### src/rtl/inst_encoder.sv
// inst_encoder: streaming RV32I instruction encoder for the program loader.
// Packs decoded micro-op fields (format, ALU op, rs1/rs2/rd, immediate) into
// 32-bit instruction words and emits them at sequential word addresses.
// Optional feature macro: INST_ENC_RANGE_CHECK_EN enables immediate
// range/alignment checking (err_code 2). Without it, immediates are
// truncated to their encoded fields.
module inst_encoder #(
  parameter int          ADDR_W    = 10,
  parameter int unsigned BASE_ADDR = 0
) (
  input  logic              clk,
  input  logic              rst,
  input  logic              start,
  input  logic              in_valid,
  output logic              in_ready,
  input  logic [2:0]        fmt,
  input  logic [7:0]        op,
  input  logic [4:0]        ra1,
  input  logic [4:0]        ra2,
  input  logic [4:0]        wa,
  input  logic [31:0]       imm,
  output logic              out_valid,
  input  logic              out_ready,
  output logic [ADDR_W-1:0] out_addr,
  output logic [31:0]       out_data,
  output logic              err,
  output logic [1:0]        err_code,
  output logic              full,
  output logic [ADDR_W:0]   count
);

  typedef enum logic [1:0] {IDLE, RUN, FULL} state_t;

  localparam logic [2:0] FMT_R     = 3'd0;
  localparam logic [2:0] FMT_I     = 3'd1;
  localparam logic [2:0] FMT_JAL   = 3'd2;
  localparam logic [2:0] FMT_JALR  = 3'd3;
  localparam logic [2:0] FMT_LUI   = 3'd4;
  localparam logic [2:0] FMT_AUIPC = 3'd5;

  localparam logic [1:0] ERR_ILLEGAL = 2'd1;
  localparam logic [1:0] ERR_RANGE   = 2'd2;
  localparam logic [1:0] ERR_FULL    = 2'd3;

  state_t              state_q, state_d;
  logic [ADDR_W-1:0]   addr_q, addr_d;
  logic                out_valid_q, out_valid_d;
  logic [ADDR_W-1:0]   out_addr_q, out_addr_d;
  logic [31:0]         out_data_q, out_data_d;
  logic                err_q, err_d;
  logic [1:0]          err_code_q, err_code_d;
  logic [ADDR_W:0]     count_q, count_d;

  logic [2:0]  funct3;
  logic [6:0]  funct7;
  logic        op_known;
  logic        is_shift;
  logic        illegal;
  logic        range_err;
  logic [31:0] enc;
  logic        accept;

  // ALU op decode: funct3/funct7 selection and legality of the op code
  always_comb begin
    funct3   = 3'b000;
    funct7   = 7'b0000000;
    op_known = 1'b1;
    is_shift = 1'b0;
    case (op)
      8'h01: funct3 = 3'b000;
      8'h02: begin funct3 = 3'b000; funct7 = 7'b0100000; end
      8'h03: begin funct3 = 3'b001; is_shift = 1'b1; end
      8'h04: funct3 = 3'b010;
      8'h05: funct3 = 3'b011;
      8'h06: funct3 = 3'b100;
      8'h07: begin funct3 = 3'b101; is_shift = 1'b1; end
      8'h08: begin funct3 = 3'b101; funct7 = 7'b0100000; is_shift = 1'b1; end
      8'h09: funct3 = 3'b110;
      8'h0a: funct3 = 3'b111;
      default: op_known = 1'b0;
    endcase
  end

  // Format/op legality and (optionally) immediate range checking
  always_comb begin
    illegal   = 1'b0;
    range_err = 1'b0;
    case (fmt)
      FMT_R:     illegal = !op_known;
      FMT_I:     illegal = !op_known || (op == 8'h02);
      FMT_JAL, FMT_JALR, FMT_LUI, FMT_AUIPC: illegal = 1'b0;
      default:   illegal = 1'b1;
    endcase
`ifdef INST_ENC_RANGE_CHECK_EN
    case (fmt)
      FMT_I: begin
        if (is_shift) range_err = |imm[31:5];
        else          range_err = !((imm[31:11] == '0) || (imm[31:11] == '1));
      end
      FMT_JALR:  range_err = !((imm[31:11] == '0) || (imm[31:11] == '1));
      FMT_JAL:   range_err = imm[0] || !((imm[31:20] == '0) || (imm[31:20] == '1));
      FMT_LUI, FMT_AUIPC: range_err = |imm[11:0];
      default:   range_err = 1'b0;
    endcase
`else
    range_err = 1'b0;
`endif
  end

  // Instruction word packing for each supported format
  always_comb begin
    enc = 32'h0;
    case (fmt)
      FMT_R:     enc = {funct7, ra2, ra1, funct3, wa, 7'b0110011};
      FMT_I: begin
        if (is_shift) enc = {funct7, imm[4:0], ra1, funct3, wa, 7'b0010011};
        else          enc = {imm[11:0], ra1, funct3, wa, 7'b0010011};
      end
      FMT_JAL:   enc = {imm[20], imm[10:1], imm[11], imm[19:12], wa, 7'b1101111};
      FMT_JALR:  enc = {imm[11:0], ra1, 3'b000, wa, 7'b1100111};
      FMT_LUI:   enc = {imm[31:12], wa, 7'b0110111};
      FMT_AUIPC: enc = {imm[31:12], wa, 7'b0010111};
      default:   enc = 32'h0;
    endcase
  end

  // Handshake, FSM next state, address/count advance and error capture
  always_comb begin
    state_d     = state_q;
    addr_d      = addr_q;
    out_valid_d = out_valid_q;
    out_addr_d  = out_addr_q;
    out_data_d  = out_data_q;
    err_d       = err_q;
    err_code_d  = err_code_q;
    count_d     = count_q;

    in_ready = (state_q == RUN) && (!out_valid_q || out_ready) && !start;
    accept   = in_valid && in_ready;

    if (out_valid_q && out_ready) out_valid_d = 1'b0;

    if (start) begin
      state_d     = RUN;
      addr_d      = ADDR_W'(BASE_ADDR);
      count_d     = '0;
      err_d       = 1'b0;
      err_code_d  = 2'd0;
      out_valid_d = 1'b0;
    end else begin
      case (state_q)
        RUN: begin
          if (accept) begin
            if (illegal) begin
              err_d      = 1'b1;
              err_code_d = ERR_ILLEGAL;
            end else if (range_err) begin
              err_d      = 1'b1;
              err_code_d = ERR_RANGE;
            end else begin
              out_valid_d = 1'b1;
              out_data_d  = enc;
              out_addr_d  = addr_q;
              count_d     = count_q + (ADDR_W+1)'(1);
              if (addr_q == '1) state_d = FULL;
              else              addr_d  = addr_q + ADDR_W'(1);
            end
          end
        end
        FULL: begin
          if (in_valid) begin
            err_d      = 1'b1;
            err_code_d = ERR_FULL;
          end
        end
        default: begin
        end
      endcase
    end
  end

  // State register with synchronous reset
  always_ff @(posedge clk) begin
    if (rst) begin
      state_q     <= IDLE;
      addr_q      <= '0;
      out_valid_q <= 1'b0;
      out_addr_q  <= '0;
      out_data_q  <= 32'h0;
      err_q       <= 1'b0;
      err_code_q  <= 2'd0;
      count_q     <= '0;
    end else begin
      state_q     <= state_d;
      addr_q      <= addr_d;
      out_valid_q <= out_valid_d;
      out_addr_q  <= out_addr_d;
      out_data_q  <= out_data_d;
      err_q       <= err_d;
      err_code_q  <= err_code_d;
      count_q     <= count_d;
    end
  end

  assign out_valid = out_valid_q;
  assign out_addr  = out_addr_q;
  assign out_data  = out_data_q;
  assign err       = err_q;
  assign err_code  = err_code_q;
  assign full      = (state_q == FULL);
  assign count     = count_q;

endmodule

### config.mk
export PLATFORM = sky130hd
export DESIGN_NAME = inst_encoder
export DESIGN_NICKNAME = d
export VERILOG_FILES = /design/src/rtl/inst_encoder.sv
export SDC_FILE = /design/constraint.sdc
export NUM_CORES = 1
export LEC_CHECK = 0
export ABC_AREA = 1
export CORE_UTILIZATION = 45
export DETAILED_ROUTE_END_ITERATION = 8
export MAX_ROUTING_LAYER = met4
export PLACE_DENSITY = 0.88
export SLEW_MARGIN = 20
export SYNTH_ARGS = -nofsm -noshare
export SYNTH_HDL_FRONTEND = slang
export SYNTH_SLANG_ARGS = --single-unit
### constraint.sdc
create_clock -name clk -period 2.1 [get_ports clk]
set_input_delay 0.315 -clock clk [delete_from_list [all_inputs] [get_ports clk]]
set_output_delay 0.315 -clock clk [all_outputs]
set_load 0.05 [all_outputs]
==> summary.txt, run 1 <==
Pwr
  – Switching part of the total power: 0.265
  – Portion of total power attributed to the clock network: 0.378
  – Power density of the placed cells: 551 nW/um^2
  – Net switching component of the power: 0.738 mW
  – Sequential fraction of design power: 0.466
  – Proportion of power drawn by combinational gates: 0.155
  – Internal power consumption: 2.04 mW
  – Static Leakage: 1.99 nW
  – Max rail drop VDD: 0.000431 V

Synthesis
  – Unique masters post-synth: 34
  – Post-Syn Instances: 509
  – Most used flip-flop cell after synthesis: sky130_fd_sc_hd__dfxtp_1
  – Yosys top cell by area: sky130_fd_sc_hd__dfxtp_1
  – Net count after synthesis: 574
  – Post-synth ARST share: 0
  – Post-synth EDFFs: 0
  – Post-synth top area share: 0.398
  – Total number of yosys warnings: 0
  – Sequential share of the synthesized area: 0.398
  – Post-synthesis instance area: 3370 um^2
  – Average instance area after synthesis: 6.62 um^2
  – Flops & latches, synth: 67
  – Main area contributors after synthesis: sky130_fd_sc_hd__dfxtp_1 (40%), sky130_fd_sc_hd__nand2_1 (17%), sky130_fd_sc_hd__nor2_1 (7.2%), sky130_fd_sc_hd__a21oi_1 (7.0%), sky130_fd_sc_hd__inv_1 (5.3%)

STA
  – Worst hold-check slack: 465 ps
  – Final critical-path share of the clock period: 0.947
  – Final Max Tran Viols: 0
  – F_max: 503 MHz
  – Actual slew at the worst max-slew pin: 537 ps
  – Clock Skew: 11.0 ps
  – Final setup violation count: 0
  – RSZ-0062 raised after global routing: false
  – Hold Violations, Final: 0
  – Shortest period the worst path allows: 1990 ps
  – Max-slew headroom at the worst pin: 0.641

Clock network
  – H-tree levels: 3
  – Clock latency reported for the late side of the worst-skew pair: 340 ps
  – Hold Buf Count CTS: 0
  – Clock tree root buffer cell: sky130_fd_sc_hd__clkbuf_8
  – CTS max path bufs: 2
  – Number of CTS-inserted buffers: 9
  – Post-CTS setup buffer count: 0
  – CTS sink cnt: 67
  – Clock-pin slew on the worst setup and hold paths: 80 ps
  – Clock tree from TritonCTS: done
  – CTS-repair resized insts: 0

Drt
  – Total iterations of the first detailed-routing run: 4
  – DRC violation count after routing: 0
  – Total Routed Length: 9520 um
  – DRC violation total after the first TritonRoute iteration: 132
  – Number of routed nets with antenna violations: 0
  – WL/cell: 12.7 um
  – Via density per instance: 5.01
  – Via count: 3764

Floorplanning
  – Chip Height: 88.6 um
  – # rows: 31
  – Die Outline Area: 7840 um^2
  – Effective utilization at floorplan: 0.465
  – Core Area: 7250 um^2
  – Die X-Extent: 88.6 um
  – Number of I/O pins: 122

Global routing
  – Number of antenna violations at the first check in global routing: 0
  – Largest net degree at the start of global routing: 28
  – Number of global-route vias before repair: 3511
  – Global-route usage over all layers: 0.262
  – GR Overflow Total: 0
  – First-pass GRT wire length: 15300 um

Cells and area
  – Antenna diodes: 0
  – Most frequent cells in the layout: sky130_fd_sc_hd__nand2_1 (154), sky130_fd_sc_hd__clkdlybuf4s50_1 (120), sky130_fd_sc_hd__dfxtp_1 (67), sky130_fd_sc_hd__nor2_1 (65), sky130_fd_sc_hd__inv_1 (48)
  – Area delta synth->final: 49.6%
  – Most common cell after layout, fill and taps aside: sky130_fd_sc_hd__nand2_1
  – Final-stage net count: 713
  – Number of filler cells placed in the layout: 575
  – Fraction of final layout cells with drive strength greater than 1: 0.0919
  – Post-layout utilization of the core: 0.695

Critical path
  – Highest fanout seen on the critical path: 2
  – Crit Path Class: register to output pin
  – Required arrival time at the worst endpoint: 1780 ps
  – Startpoint Class: register
  – Critical path capture point type: output pin
  – Arr. time, crit path: 1670 ps

Place
  – Final weighted congestion in routability-driven placement: 0.930
  – Detailed placement HPWL: 7370 um
  – Input/output buffers: 121

Outcome
  – Outcome: finished, final reports clean

Flow run
  – Reported max-cap violation count: 0

Worst hold path
  – Worst hold path type: register to register
-- worst max-delay path: stages (launching register included) --
cell	delay (ps)
sky130_fd_sc_hd__dfxtp_1	330
sky130_fd_sc_hd__inv_1	50
sky130_fd_sc_hd__nor2_1	120
sky130_fd_sc_hd__clkdlybuf4s50_1	830
-- layer usage --
layer,vias to the layer above,wire length (um),track usage
li1,1899,-,-
met1,1695,3830,0.285
met2,140,4740,0.452
met3,30,640,0.0550
met4,0,305,0.133
met5,-,0,-
-- power groups by stage --
stage	clock network (mW)	registers, mW	logic [mW]
6_report	1.05	1.30	0.431
3_5_place_dp	0	1.33	0.429
4_1_cts	1.07	1.30	0.432
2_1_floorplan	0	1.38	0.151
3_3_place_gp	0	1.33	0.421
5_1_grt	1.14	1.30	0.466
-- sequential cells by signal, summed over array words and instances, names as in the netlist --
name,cells
state_q,2
out_valid,1
out_data,31
addr_q,10
out_addr,10
count,11
err_code,2
-- Yosys cell counts (4+ instances only) --
cell type                    n
sky130_fd_sc_hd__clkbuf_1    5
sky130_fd_sc_hd__inv_1      48
sky130_fd_sc_hd__nand3_1    20
sky130_fd_sc_hd__nor3_1     14
sky130_fd_sc_hd__nand2_1   154
sky130_fd_sc_hd__o21ai_1    14
sky130_fd_sc_hd__o21ai_0    16
sky130_fd_sc_hd__dfxtp_1    67
sky130_fd_sc_hd__xor2_1      8
sky130_fd_sc_hd__buf_4       4
sky130_fd_sc_hd__xnor2_1     4
sky130_fd_sc_hd__buf_2       6
sky130_fd_sc_hd__nor2_1     65
sky130_fd_sc_hd__a21oi_1    47
sky130_fd_sc_hd__nand4_1     5
sky130_fd_sc_hd__inv_2       7
-- logic make-up (layout without fill, tap and decap cells) --
kind of cell / after synthesis / in the layout / share of synthesized area
simple gates: 270 / 270 / 0.337
compound gates: 83 / 83 / 0.131
flops: 67 / 67 / 0.398
fa+ha+maj: 2 / 2 / 0.00742
buf+inv: 75 / 219 / 0.0954
xor+xnor: 12 / 12 / 0.0312
-- layout make-up --
| class | instances | area (um^2) | area share |
|---|---|---|---|
| Clock inverter | 6 | 65.1 | 0.0129 |
| Sequential cell | 67 | 1340 | 0.266 |
| Inverter | 58 | 220 | 0.0437 |
| Timing Repair Buffer | 145 | 1450 | 0.288 |
| Multi-Input combinational cell | 367 | 1710 | 0.340 |
| Clock buffer | 10 | 128 | 0.0253 |
| Tap cell | 99 | 124 | 0.0246 |
-- per-stage QoR --
step           TNS [ps]  setup WS [ps]  instance area [um^2]  power (mW)  std cells
6_report              0            111                  5040        2.78        752
5_1_grt               0           13.6                  5040        2.90        752
4_1_cts               0           94.6                  5040        2.80        752
3_5_place_dp      -7160           -211                  4850        1.76        736
3_3_place_gp       -717          -49.8                  4850        1.75        736
2_1_floorplan         0            367                  3370        1.53        509
-- worst paths after layout --
| check | start | cells past startpoint | slack [ps] | to |
|---|---|---|---|---|
| worst max-delay path | state_q[1]$_SDFFE_PP0P_ | 3 | 110 | full |
| worst min-delay path | out_data[18]$_SDFFE_PP0P_ | 2 | 460 | out_data[18]$_SDFFE_PP0P_ |
| worst max register to register | addr_q[0]$_SDFFE_PP0P_ | 8 | 340 | addr_q[0]$_SDFFE_PP0P_ |
| worst min register to register | out_data[18]$_SDFFE_PP0P_ | 2 | 460 | out_data[18]$_SDFFE_PP0P_ |
Note: power is estimated with default switching activity, not from simulation.
==> run 2, diff against run 1 <==
--- a/config.mk
+++ b/config.mk
@@ -10,7 +10,6 @@
 export DETAILED_ROUTE_END_ITERATION = 8
 export MAX_ROUTING_LAYER = met4
 export PLACE_DENSITY = 0.88
-export SLEW_MARGIN = 20
 export SYNTH_ARGS = -nofsm -noshare
 export SYNTH_HDL_FRONTEND = slang
 export SYNTH_SLANG_ARGS = --single-unit
==> results of run 2 <==
No change in the layout: final DEF, timing and power equal those of run 1.
==> run 3, diff against run 2 <==
--- a/config.mk
+++ b/config.mk
@@ -6,10 +6,11 @@
 export NUM_CORES = 1
 export LEC_CHECK = 0
 export ABC_AREA = 1
-export CORE_UTILIZATION = 45
+export CORE_UTILIZATION = 48
 export DETAILED_ROUTE_END_ITERATION = 8
 export MAX_ROUTING_LAYER = met4
-export PLACE_DENSITY = 0.88
+export PLACE_DENSITY = 0.92
+export SLEW_MARGIN = 20
 export SYNTH_ARGS = -nofsm -noshare
 export SYNTH_HDL_FRONTEND = slang
 export SYNTH_SLANG_ARGS = --single-unit
==> constraint.sdc (replaced) <==
create_clock -name clk -period 2.3 [get_ports clk]
set_input_delay 0.345 -clock clk [delete_from_list [all_inputs] [get_ports clk]]
set_output_delay 0.345 -clock clk [all_outputs]
set_load 0.05 [all_outputs]
==> run 3 against run 2 <==
Effect of this change:
- the flow now finishes with violations (design-rule violations)
- clock-buffer cell count unchanged
- wire length up 1.7%
- die area decreased by 6.1%
- utilization increased by 3.2 points
- worst hold slack better by 4.8 ps
- combinational power decreased by 11%
- design area fell by 2.1%
- clock skew down 1.4 ps
- critical path depth unchanged
- global-route usage increased by 1.8 points
- critical path type unchanged
- critical endpoint unchanged
- largest power group unchanged
==> summary.txt, run 3 (synthesis gave the netlist of run 1 again) <==
Worst hold path
  – Hold path start: out_addr[2]$_SDFFE_PP0P_
  – Endpoint with the worst hold slack: out_addr[2]$_SDFFE_PP0P_
  – Number of cells traversed by the worst hold path: 2 (unchanged)
  – Worst hold path type: register to register

Critical path
  – Destination of the worst register-to-register timing path: addr_q[7]$_SDFFE_PP0P_
  – Path depth of the worst reg2reg path: 7 (-1)
  – Highest fanout seen on the critical path: 2 (unchanged)
  – Source of the worst register-to-register timing path: addr_q[0]$_SDFFE_PP0P_
  – Critical path capture point type: output pin
  – Cell type group with the largest total delay on the critical path: buffers and inverters
  – Series of cell instances along the critical path: inv_1 -> nor2_1 -> clkdlybuf4s50_1
  – Arr. time, crit path: 1700 ps (+30 ps)
  – Largest stage delay on the critical path: 830 ps (about the same)
  – Worst-case register-to-register setup slack: 390 ps (+50 ps)
  – Crit Path Class: register to output pin
  – Count of buffering cells on the critical path with inverters included: 2 (unchanged)
  – Required arrival time at the worst endpoint: 1960 ps (+180 ps)
  – Cell at the slowest stage of the critical path: sky130_fd_sc_hd__clkdlybuf4s50_1
  – Startpoint Class: register

STA
  – RSZ-0062 raised after global routing: false
  – Hold Violations, Final: 0 (unchanged)
  – Clock Skew: 9.63 ps (-1.41 ps)
  – Actual slew at the worst max-slew pin: 550 ps (+12.6 ps)
  – Final critical-path share of the clock period: 0.887
  – Shortest period the worst path allows: 2040 ps
  – Sum Neg Setup Slack: 0 ps (unchanged)
  – Max-slew headroom at the worst pin: 0.631 (-0.00952)
  – F_max: 490 MHz
  – Final Max Tran Viols: 0 (unchanged)
  – Worst hold-check slack: 469 ps (+4.77 ps)
  – Final setup violation count: 0 (unchanged)

Floorplanning
  – Die X-Extent: 85.8 um (-3.1%)
  – Chip Height: 85.8 um (-3.1%)
  – # rows: 30 (-3.2%)
  – Core Area: 6790 um^2 (-6.3%)
  – Number of I/O pins: 122 (unchanged)
  – Effective utilization at floorplan: 0.496 (+0.0314)
  – Die Outline Area: 7360 um^2 (-6.1%)

Global routing
  – Largest net degree at the start of global routing: 45 (+61%)
  – First-pass GRT wire length: 15900 um (+4.2%)
  – GR Overflow Total: 0 (unchanged)
  – Number of antenna violations at the first check in global routing: 0 (unchanged)
  – Global-route usage over all layers: 0.281 (+0.0182)
  – Number of global-route vias before repair: 3676 (+4.7%)

Pwr
  – Net switching component of the power: 0.671 mW (-9.0%)
  – Static Leakage: 1.93 nW (-2.7%)
  – Power density of the placed cells: 511 nW/um^2 (-7.2%)
  – Internal power consumption: 1.85 mW (-9.2%)
  – Max rail drop VDD: 0.000414 V (-3.9%)
  – Proportion of power drawn by combinational gates: 0.152 (-0.003)
  – Sequential fraction of design power: 0.469 (+0.003)
  – Switching part of the total power: 0.266 (+0.000448)
  – Portion of total power attributed to the clock network: 0.379 (about the same)

Clock network
  – Clock tree root buffer cell: sky130_fd_sc_hd__clkbuf_8
  – Hold Buf Count CTS: 0 (unchanged)
  – Post-CTS setup buffer count: 0 (unchanged)
  – Clock latency reported for the late side of the worst-skew pair: 350 ps (about the same)
  – CTS-repair resized insts: 0 (unchanged)
  – Clock tree from TritonCTS: done
  – CTS max path bufs: 2 (unchanged)
  – CTS sink cnt: 67 (unchanged)
  – H-tree levels: 3 (unchanged)
  – Clock-pin slew on the worst setup and hold paths: 80 ps (about the same)
  – Number of CTS-inserted buffers: 9 (unchanged)

Place
  – Input/output buffers: 121 (unchanged)
  – Detailed placement HPWL: 7370 um (about the same)
  – Final weighted congestion in routability-driven placement: 0.903 (-2.9%)

Outcome
  – Outcome: finished with violations
  – Failing checks: design-rule violations

Cells and area
  – Area delta synth->final: 46.5%
  – Most common cell after layout, fill and taps aside: sky130_fd_sc_hd__nand2_1
  – Number of filler cells placed in the layout: 537 (-6.6%)
  – Max FFs per register: 31 (unchanged)
  – Fraction of final layout cells with drive strength greater than 1: 0.0748 (-0.0171)
  – Final-stage net count: 702 (-1.5%)
  – Most frequent cells in the layout: sky130_fd_sc_hd__nand2_1 (154), sky130_fd_sc_hd__clkdlybuf4s50_1 (120), sky130_fd_sc_hd__dfxtp_1 (67), sky130_fd_sc_hd__nor2_1 (65), sky130_fd_sc_hd__inv_1 (48)
  – Antenna diodes: 0 (unchanged)

Drt
  – Via density per instance: 5.02 (+0.33%)
  – DRC violation count after routing: 2 (+2)
  – Total Routed Length: 9680 um (+1.7%)
  – WL/cell: 13.1 um (+3.6%)
  – Number of routed nets with antenna violations: 0 (unchanged)
  – Via count: 3706 (-1.5%)
  – DRC violation total after the first TritonRoute iteration: 169 (+28%)
  – Total iterations of the first detailed-routing run: 6 (+2)

Flow run
  – Reported max-cap violation count: 0 (unchanged)
run 3: cell count changes in the layout (fill, tap and decap cells not counted):
cell / change
sky130_fd_sc_hd__nor3b_1: +1
sky130_fd_sc_hd__buf_12: -1
sky130_fd_sc_hd__buf_4: -10
sky130_fd_sc_hd__nor3b_2: -1
run 3: layout make-up:
cell class | instances | area [um^2] | share of cell area
Sequential cell | 67 | 1340 | 0.272
Timing Repair Buffer | 134 | 1360 | 0.275
Clock buffer | 10 | 128 | 0.0258
Multi-Input combinational cell | 367 | 1710 | 0.346
Clock inverter | 6 | 65.1 | 0.0132
Tap cell | 96 | 120 | 0.0243
Inverter | 58 | 220 | 0.0446
run 3: worst max-delay path by stage:
stage / start / end / slack (ps) / cells after the start
6_report: state_q[1]$_SDFFE_PP0P_ / full / 260 / 3
5_1_grt: op[2] / count[5]$_SDFFE_PP0P_ / 170 / 12
4_1_cts: state_q[1]$_SDFFE_PP0P_ / full / 250 / 3
3_5_place_dp: op[2] / out_data[29]$_SDFFE_PP0P_ / 20 / 11
3_3_place_gp: op[0] / count[2]$_SDFFE_PP0P_ / 30 / 13
2_1_floorplan: out_valid$_SDFF_PP0_ / out_data[25]$_SDFFE_PP0P_ / 570 / 9
run 3: power groups by stage:
stage	Clock (mW)	Combinational, mW	Sequential, mW
final	0.958	0.383	1.19
after global placement	0	0.377	1.21
after global routing	1.02	0.414	1.19
after CTS	0.968	0.384	1.18
after floorplan	0	0.138	1.26
after detailed placement	0	0.382	1.21
run 3: worst min-delay path, stage by stage, from the launching register on:
cell and delay (ps):
sky130_fd_sc_hd__dfxtp_1 310, sky130_fd_sc_hd__nand2_1 60, sky130_fd_sc_hd__a21oi_1 50
run 3: through the flow:
stage	util	area (um^2)	total power [mW]	instances	setup slack (ps)
2_1_floorplan	-	3370	1.40	509	567
5_1_grt	0.727	4940	2.62	738	166
6_report	0.727	4940	2.53	738	259
3_3_place_gp	0.699	4750	1.59	722	25.1
3_5_place_dp	0.699	4750	1.59	722	21.8
4_1_cts	0.727	4940	2.54	738	245
run 3: routing by layer:
layer	track usage	up-vias	wire [um]	part of all wire
li1	-	1876	-	-
met5	-	-	0	0
met1	0.302	1694	3950	0.41
met3	0.0568	16	597	0.062
met4	0.123	0	155	0.016
met2	0.500	120	4980	0.51
